`src/rtl/axis_vpat_pkg.sv`:
```
// Shared state/mode encodings and the PRBS step for the AXI-Stream video pattern generator.
// No timing of its own; used by axis_vpat_gen and axis_vpat_data.
package axis_vpat_pkg;

    typedef enum logic [1:0] {
        ST_IDLE       = 2'd0,
        ST_FRAME_WAIT = 2'd1,
        ST_SEND       = 2'd2,
        ST_LINE_WAIT  = 2'd3
    } state_t;

    typedef enum logic [1:0] {
        MODE_INCR  = 2'd0,
        MODE_CONST = 2'd1,
        MODE_CHECK = 2'd2,
        MODE_PRBS  = 2'd3
    } mode_t;

    localparam logic [31:0] LFSR_SEED = 32'hFFFF_FFFF;

    // Fibonacci form of x^32+x^22+x^2+x+1, shifting toward the MSB.
    function automatic logic [31:0] lfsr_next(input logic [31:0] s);
        return {s[30:0], s[31] ^ s[21] ^ s[1] ^ s[0]};
    endfunction

endpackage

```
`src/rtl/axis_vpat_data.sv`:
```
// Pattern datapath: maps beat/line/frame position, latched mode and LFSR state to TDATA.
// Purely combinational; the caller holds its inputs stable while the stream is stalled.
module axis_vpat_data
    import axis_vpat_pkg::*;
#(
    parameter int TDATA_WIDTH = 32
) (
    input  logic [15:0]            beat,
    input  logic [11:0]            line,
    input  logic [3:0]             frame,
    input  mode_t                  mode,
    input  logic [TDATA_WIDTH-1:0] const_val,
    input  logic [31:0]            lfsr,
    output logic [TDATA_WIDTH-1:0] data
);

    logic [TDATA_WIDTH-1:0] prbs_rep;

    // PRBS word is repeated across wide buses and truncated on the last copy.
    for (genvar i = 0; i < TDATA_WIDTH; i++) begin : g_rep
        assign prbs_rep[i] = lfsr[i % 32];
    end

    always_comb begin
        data = '0;
        case (mode)
            MODE_INCR:  data = TDATA_WIDTH'({frame, line, beat});
            MODE_CONST: data = const_val;
            MODE_CHECK: data = {TDATA_WIDTH{beat[3] ^ line[3]}};
            MODE_PRBS:  data = prbs_rep;
            default:    data = '0;
        endcase
    end

endmodule

```
`src/rtl/axis_vpat_gen.sv`:
```
// AXI-Stream video test-pattern source; first beat FRAME_GAP+1 cycles after enable is seen in IDLE.
// Beats advance only on TVALID&TREADY; all outputs hold while TREADY is low.
module axis_vpat_gen
    import axis_vpat_pkg::*;
#(
    parameter int TDATA_WIDTH  = 32,
    parameter int PIX_PER_BEAT = 4,
    parameter int H_PIXELS     = 1280,
    parameter int V_LINES      = 1024,
    parameter int LINE_GAP     = 3,
    parameter int FRAME_GAP    = 1000
) (
    input  logic                     M_AXIS_ACLK,
    input  logic                     M_AXIS_ARESETN,
    input  logic                     enable,
    input  logic [1:0]               mode,
    input  logic [TDATA_WIDTH-1:0]   const_val,
    output logic                     M_AXIS_TVALID,
    output logic [TDATA_WIDTH-1:0]   M_AXIS_TDATA,
    output logic [TDATA_WIDTH/8-1:0] M_AXIS_TSTRB,
    output logic                     M_AXIS_TLAST,
    output logic                     M_AXIS_TUSER,
    input  logic                     M_AXIS_TREADY,
    output logic [15:0]              frame_cnt,
    output logic                     busy
);

    localparam int          BEATS     = H_PIXELS / PIX_PER_BEAT;
    localparam logic [15:0] LAST_BEAT = 16'(BEATS - 1);
    localparam logic [11:0] LAST_LINE = 12'(V_LINES - 1);

    state_t                 state;
    logic [15:0]            beat;
    logic [11:0]            line;
    logic [31:0]            gap_cnt;
    mode_t                  mode_lat;
    logic [TDATA_WIDTH-1:0] const_lat;
    logic [31:0]            lfsr;

    always_ff @(posedge M_AXIS_ACLK) begin
        if (!M_AXIS_ARESETN) begin
            state     <= ST_IDLE;
            beat      <= '0;
            line      <= '0;
            gap_cnt   <= '0;
            frame_cnt <= '0;
            mode_lat  <= MODE_INCR;
            const_lat <= '0;
            lfsr      <= LFSR_SEED;
        end else begin
            case (state)
                ST_IDLE: begin
                    if (enable) begin
                        state   <= ST_FRAME_WAIT;
                        gap_cnt <= '0;
                    end
                end
                ST_FRAME_WAIT: begin
                    // Pattern settings are captured once per frame so a frame is never mixed.
                    if (gap_cnt == 32'(FRAME_GAP)) begin
                        state     <= ST_SEND;
                        gap_cnt   <= '0;
                        beat      <= '0;
                        line      <= '0;
                        mode_lat  <= mode_t'(mode);
                        const_lat <= const_val;
                        lfsr      <= LFSR_SEED;
                    end else begin
                        gap_cnt <= gap_cnt + 32'd1;
                    end
                end
                ST_SEND: begin
                    if (M_AXIS_TREADY) begin
                        lfsr <= lfsr_next(lfsr);
                        if (beat == LAST_BEAT) begin
                            beat    <= '0;
                            gap_cnt <= '0;
                            if (line == LAST_LINE) begin
                                line      <= '0;
                                frame_cnt <= frame_cnt + 16'd1;
                                state     <= enable ? ST_FRAME_WAIT : ST_IDLE;
                            end else begin
                                line <= line + 12'd1;
                                if (LINE_GAP > 0) begin
                                    state <= ST_LINE_WAIT;
                                end
                            end
                        end else begin
                            beat <= beat + 16'd1;
                        end
                    end
                end
                ST_LINE_WAIT: begin
                    if (gap_cnt == 32'(LINE_GAP) - 32'd1) begin
                        state   <= ST_SEND;
                        gap_cnt <= '0;
                    end else begin
                        gap_cnt <= gap_cnt + 32'd1;
                    end
                end
                default: state <= ST_IDLE;
            endcase
        end
    end

    axis_vpat_data #(
        .TDATA_WIDTH(TDATA_WIDTH)
    ) u_data (
        .beat      (beat),
        .line      (line),
        .frame     (frame_cnt[3:0]),
        .mode      (mode_lat),
        .const_val (const_lat),
        .lfsr      (lfsr),
        .data      (M_AXIS_TDATA)
    );

    assign M_AXIS_TVALID = (state == ST_SEND);
    assign M_AXIS_TLAST  = M_AXIS_TVALID && (beat == LAST_BEAT);
    assign M_AXIS_TUSER  = M_AXIS_TVALID && (beat == 16'd0) && (line == 12'd0);
    assign M_AXIS_TSTRB  = '1;
    assign busy          = (state != ST_IDLE);

endmodule

```
`config.mk`:
```
export PLATFORM = sky130hd
export DESIGN_NAME = axis_vpat_gen
export DESIGN_NICKNAME = d
export VERILOG_FILES = /design/src/rtl/axis_vpat_pkg.sv /design/src/rtl/axis_vpat_data.sv /design/src/rtl/axis_vpat_gen.sv
export SDC_FILE = /design/constraint.sdc
export NUM_CORES = 1
export LEC_CHECK = 0
export CAP_MARGIN = 20
export CORE_AREA = 2 2 127 153
export DETAILED_ROUTE_END_ITERATION = 10
export DIE_AREA = 0 0 129 155
export GPL_ROUTABILITY_DRIVEN = 0
export GPL_TIMING_DRIVEN = 0
export PLACE_DENSITY = 0.61
export SETUP_SLACK_MARGIN = 0.5
export SYNTH_ARGS = -nofsm -noshare
export SYNTH_HDL_FRONTEND = slang
export SYNTH_SLANG_ARGS = --single-unit
```
`constraint.sdc`:
```
create_clock -name M_AXIS_ACLK -period 2.65 [get_ports M_AXIS_ACLK]
set_input_delay 0.53 -clock M_AXIS_ACLK [delete_from_list [all_inputs] [get_ports M_AXIS_ACLK]]
set_output_delay 0.53 -clock M_AXIS_ACLK [all_outputs]
set_load 0.05 [all_outputs]
```
# Word-level counts from Yosys, hierarchy flattened
# Cells that the tools add are included.
# word_totals
ram_bits	0
ff_bits	144
elab_cells	73
latch_bits	0
n_memories	0
in_bits	38
romBits	0
out_inout_bits	56
# classes
n_div	0
bitwise	4
n_addsub	4
n_shift	0
multipliers	0
n_mux	27
magnitude_cmp	0
eq_ne	15
n_reduce_logical	15
# ops
op	count
$pmux 32 s4	2
$mux 32	7
$pmux 32 s2	1
$mux 12	4
$mux 16	3
$add 16x1->16 const B	2
$add 32x1->32 const B	1
$eq 32x10->1 const B	1
$eq 32x2->1 const B	1
$pmux 16 s2	1
$pmux 12 s2	1
$eq 16x9->1 const B	1
$logic_not 16->1	1
$add 12x1->12 const B	1
$eq 12x10->1 const B	1
$logic_not 12->1	1
$mux 2	6
$eq 2x2->1 const B	4
$pmux 2 s4	1
$reduce_and 4->1	2
$ne 2x2->1 const B	3
$reduce_and 3->1	2
$reduce_and 5->1	1
$eq 2x1->1 const B	2
other kinds (7)	15

# Depth between registers and ports, before layout
# logic_depth
ltp_word	5
ltp_mapped	10
depth_no_buf	8

# Hierarchy
# From an unflattened synthesis, not the netlist that was laid out.
# unflattened
cells_unflattened	921
hier_area_um2	7524.7
# modules_own_cells
module	seq_area_each_um2	instances	area_each_um2	cells_per_inst
axis_vpat_gen	2882.8	1	6548.8	776
axis_vpat_data	0.0	1	975.9	145

# Worst setup path after synthesis
# OpenSTA, ideal clock, no wires.
# synth_path
kind	reg-to-output
start	register line[7]
end	output port M_AXIS_TUSER
arrival_ns	2.304
required_ns	2.120
stages_incl_launch_ff	4
n_path_buf	0
slack_ns	-0.184
cell_sequence	dfxtp_1 or4_1 or4_1 nor3_1
# synth_via
elab_chain_cells	2
# synth_lines
element	line_no	text
start, declared	axis_vpat_gen.sv:34	logic [11:0] line;
start signal, assigned	axis_vpat_gen.sv:83	line <= line + 12'd1;
$logic_not 12->1	axis_vpat_gen.sv:120	assign M_AXIS_TUSER = M_AXIS_TVALID && (beat == 16'd0) && (line == 12'd0);
$logic_and 1x1->1	axis_vpat_gen.sv:120	
end, declared	axis_vpat_gen.sv:22	output logic M_AXIS_TUSER,
# Every way passes these cells.

# Worst setup path after layout
# Same ends and word-level chain as after synthesis.

==> impl_metrics.csv <==
group,metric,value,unit
timing,slew_viol_final,0,
timing,fmax,380,MHz
pwr,powerDensity,427,nW/um^2
synth,yosysUniqueCellTypes,54,
synth,ys_seq_area_share,39.5,%
cts,clk_pin_slew,0.06,ns
setup_path,r2r_end,"frame_cnt[7]$_SDFFE_PN0P_",
synth,netlist_instances,928,
grt,grt_overflow,0,
timing,hold_violations,0,
timing,setup_viol,0,
worst_hold_path,hp-start,"const_lat[17]$_SDFFE_PN0P_",
setup_path,worstPathMaxFanout,2,
run,drv_cap,0,
final_layout,seqCellArea,2950,um^2
cts,cts_buffer_depth,2,
synth,synth-compound-area-share,10.6,%
placement,dp_hpwl,14.7,mm
placement,io_buffer_count,88,
setup_path,r2r_slack,0.25,ns
synth,synth.ff_latch_count,144,
synth,yosysMostFrequentCell,"nor2_1",
cts,cts.sinks,144,
final_layout,layout.core_utilization,63.3,%
timing,worst_pin_slew,0.735,ns
synth,yosys-top-cells-area,"dfxtp_1, nor2_1, nand2_1, mux2i_1, xnor2_1",
run_status,status,"finished clean",
cts,cts-buffers-inserted,17,
setup_path,end_kind,"output pin",
timing,setup_ws,0.0177,ns
drt,vias_per_cell,5.34,
cts,clock_latency,0.43,ns
timing,fin_crit_sh,99.3,%
cts,cts_tree,"yes",
synth,synthMuxAreaShare,5.38,%
grt,grtUsageTotal,22.0,%
die,die_h,155,um
synth,syn_area,7300,um^2
synth,synth_edf_count,0,
drt,drt_first_pass_iters,6,
pwr,leakagePower,4.38,nW
drt,drt-total-wl,23.9,mm
grt,grt_pass1_wl,35.2,mm
drt,vias,7440,
die,core,18600,um^2
drt,drc,0,
setup_path,required,2.12,ns
synth,yosys.area.top_type_share,39.5,%
die,dieArea,20000,um^2
worst_hold_path,min_path_type,"reg -> reg",
placement,placed_cell_area,8810,um^2
timing,slew_headroom,51.0,%
timing,rsz0062_at_grt,"true",
drt,routedWlPerCell,17.2,um
drt,drtIter0Drc,461,
setup_path,rr_worst_depth,10,
worst_hold_path,holdPathEnd,"const_lat[17]$_SDFFE_PN0P_",
synth,synth_commonest_cells,"nor2_1, dfxtp_1, nand2_1",
grt,grt_start_max_net_pins,17,
setup_path,regToRegStartpoint,"line[3]$_SDFFE_PN0P_",
grt,antenna_found_initial,0,
die,die_w,129,um
final_layout,multi_input_area,5450,um^2
synth,synth_ff_type,"dfxtp_1",
synth,synth_top_family_by_area,"simple AND/OR/NAND/NOR gates",
die,start_util,39.1,%
synth,synth-async-reset-ratio,0,%
placement,dp_slack,-0.498,ns
grt,grt_pass1_vias,6826,
final_layout,finalNetCount,1170,
setup_path,critical_path_arrival,2.10,ns
final_layout,drive_gt1_share,34.2,%
setup_path,path_class,"reg -> out",
timing,finalClockSkew,0.00969,ns
cts,cts_max_level,4,
setup_path,critPathLaunchType,"flop",
die,num_rows,55,
synth,yosys.area.top_type,"dfxtp_1",
synth,yosys.area_share.xor_xnor,6.72,%
final_layout,final_area,11800,um^2
timing,worst_hold_slack,0.492,ns
drt,ant_nets,0,
pwr,ir_drop,0.000414,V
timing,fin_tns_setup,0,ns
synth,ys_warn_count,0,
worst_hold_path,holdPathStages,2,
final_layout,nFillCells,1465,
final_layout,antenna_cells,0,
cts,root_buffer,"clkbuf_16",
synth,synth-simple-area-share,30.2,%
die,io_pins,94,
synth,syn_area_per_cell,7.86,um^2
synth,yosys.area_share.adder,1.54,%
timing,fin_crit,2.63,ns
final_layout,syn_to_final_growth,61.8,%
==> critical path: stages, from the launching register on <==
cell	delay [ns]
dfxtp_2	0.32
or4_1	0.52
or4_4	0.45
nor3_4	0.19
buf_6	0.19
==> stage by stage <==
stage               power, mW  cells
floorplan                2.50    931
global placement         2.64   1275
detailed placement       2.64   1275
CTS                      4.99   1353
global route             5.21   1392
finish                   5.04   1392
==> cells in the final DEF, fill, tap and decap left out, types with 17 or more instances in the layout <==
cell and count:
a21oi_1 46, a311oi_4 29, and3_1 22, buf_4 62, buf_6 60, buf_8 20
clkbuf_1 21, clkbuf_16 23, clkdlybuf4s50_1 37, dfxtp_1 107, dfxtp_2 27, inv_1 38
mux2i_1 36, nand2_1 93, nand3_1 51, nand4_1 24, nor2_1 123, nor2_4 33
xnor2_1 36, xor2_1 17
==> per-layer routing <==
metal	GRT usage, %	vias to the layer above	share of wire (%)
met4	6.11	0	2.6
met1	27.8	3553	42
met3	4.26	49	4.4
met2	38.2	237	51
met5	0	-	0
li1	-	3601	-
==> cells by family (layout without fill, tap and decap cells) <==
family / Yosys count / in the layout
simple gates: 455 / 455
flops: 144 / 144
compound gates: 118 / 118
buf+inv: 107 / 312
xor+xnor: 56 / 56
mux: 38 / 38
fa+ha+maj: 9 / 9
other cells: 1 / 4
==> state kept, by name, summed over array words and instances, names as in the netlist <==
register / flops
beat: 16
const_lat: 32
frame_cnt: 16
gap_cnt: 32
lfsr: 32
line: 12
mode_lat: 2
state: 2
==> report_power, final <==
| part | internal (mW) | switching, mW | leakage (nW) |
|---|---|---|---|
| Clock | 1.31 | 1.01 | 0.264 |
| Combinational | 0.204 | 0.277 | 2.94 |
| Sequential | 2.19 | 0.0527 | 1.18 |
==> worst max-delay path by stage <==
stage	from	endpoint	slack, ns	depth (start not counted)
after CTS	line[7]$_SDFFE_PN0P_	M_AXIS_TUSER	0.04	4
after global placement	beat[3]$_SDFFE_PN0P_	M_AXIS_TDATA[24]	-0.48	7
after floorplan	line[7]$_SDFFE_PN0P_	M_AXIS_TUSER	0.38	3
after detailed placement	beat[3]$_SDFFE_PN0P_	M_AXIS_TDATA[24]	-0.50	7
final	line[7]$_SDFFE_PN0P_	M_AXIS_TUSER	0.02	4
after global routing	line[7]$_SDFFE_PN0P_	M_AXIS_TUSER	0.003	4
==> repair_timing <==
item | CTS | global route
cloned | 3 | 2
buffers inserted | 43 | 37
pin swaps | 78 | 79
endpoints found under the setup margin | 194 | 170
resized for setup | 478 | 164
hold buffers | 0 | 0
==> area by class of cell <==
type	count	area share (%)
multi-input combinational	680	46.2
sequential	144	25.0
inverter	40	1.27
tap	256	2.71
clock inverter	14	1.14
clock buffer	18	3.64
buffer	67	4.83
timing repair buffer	173	15.2
Note: power is estimated with default switching activity, not from simulation.
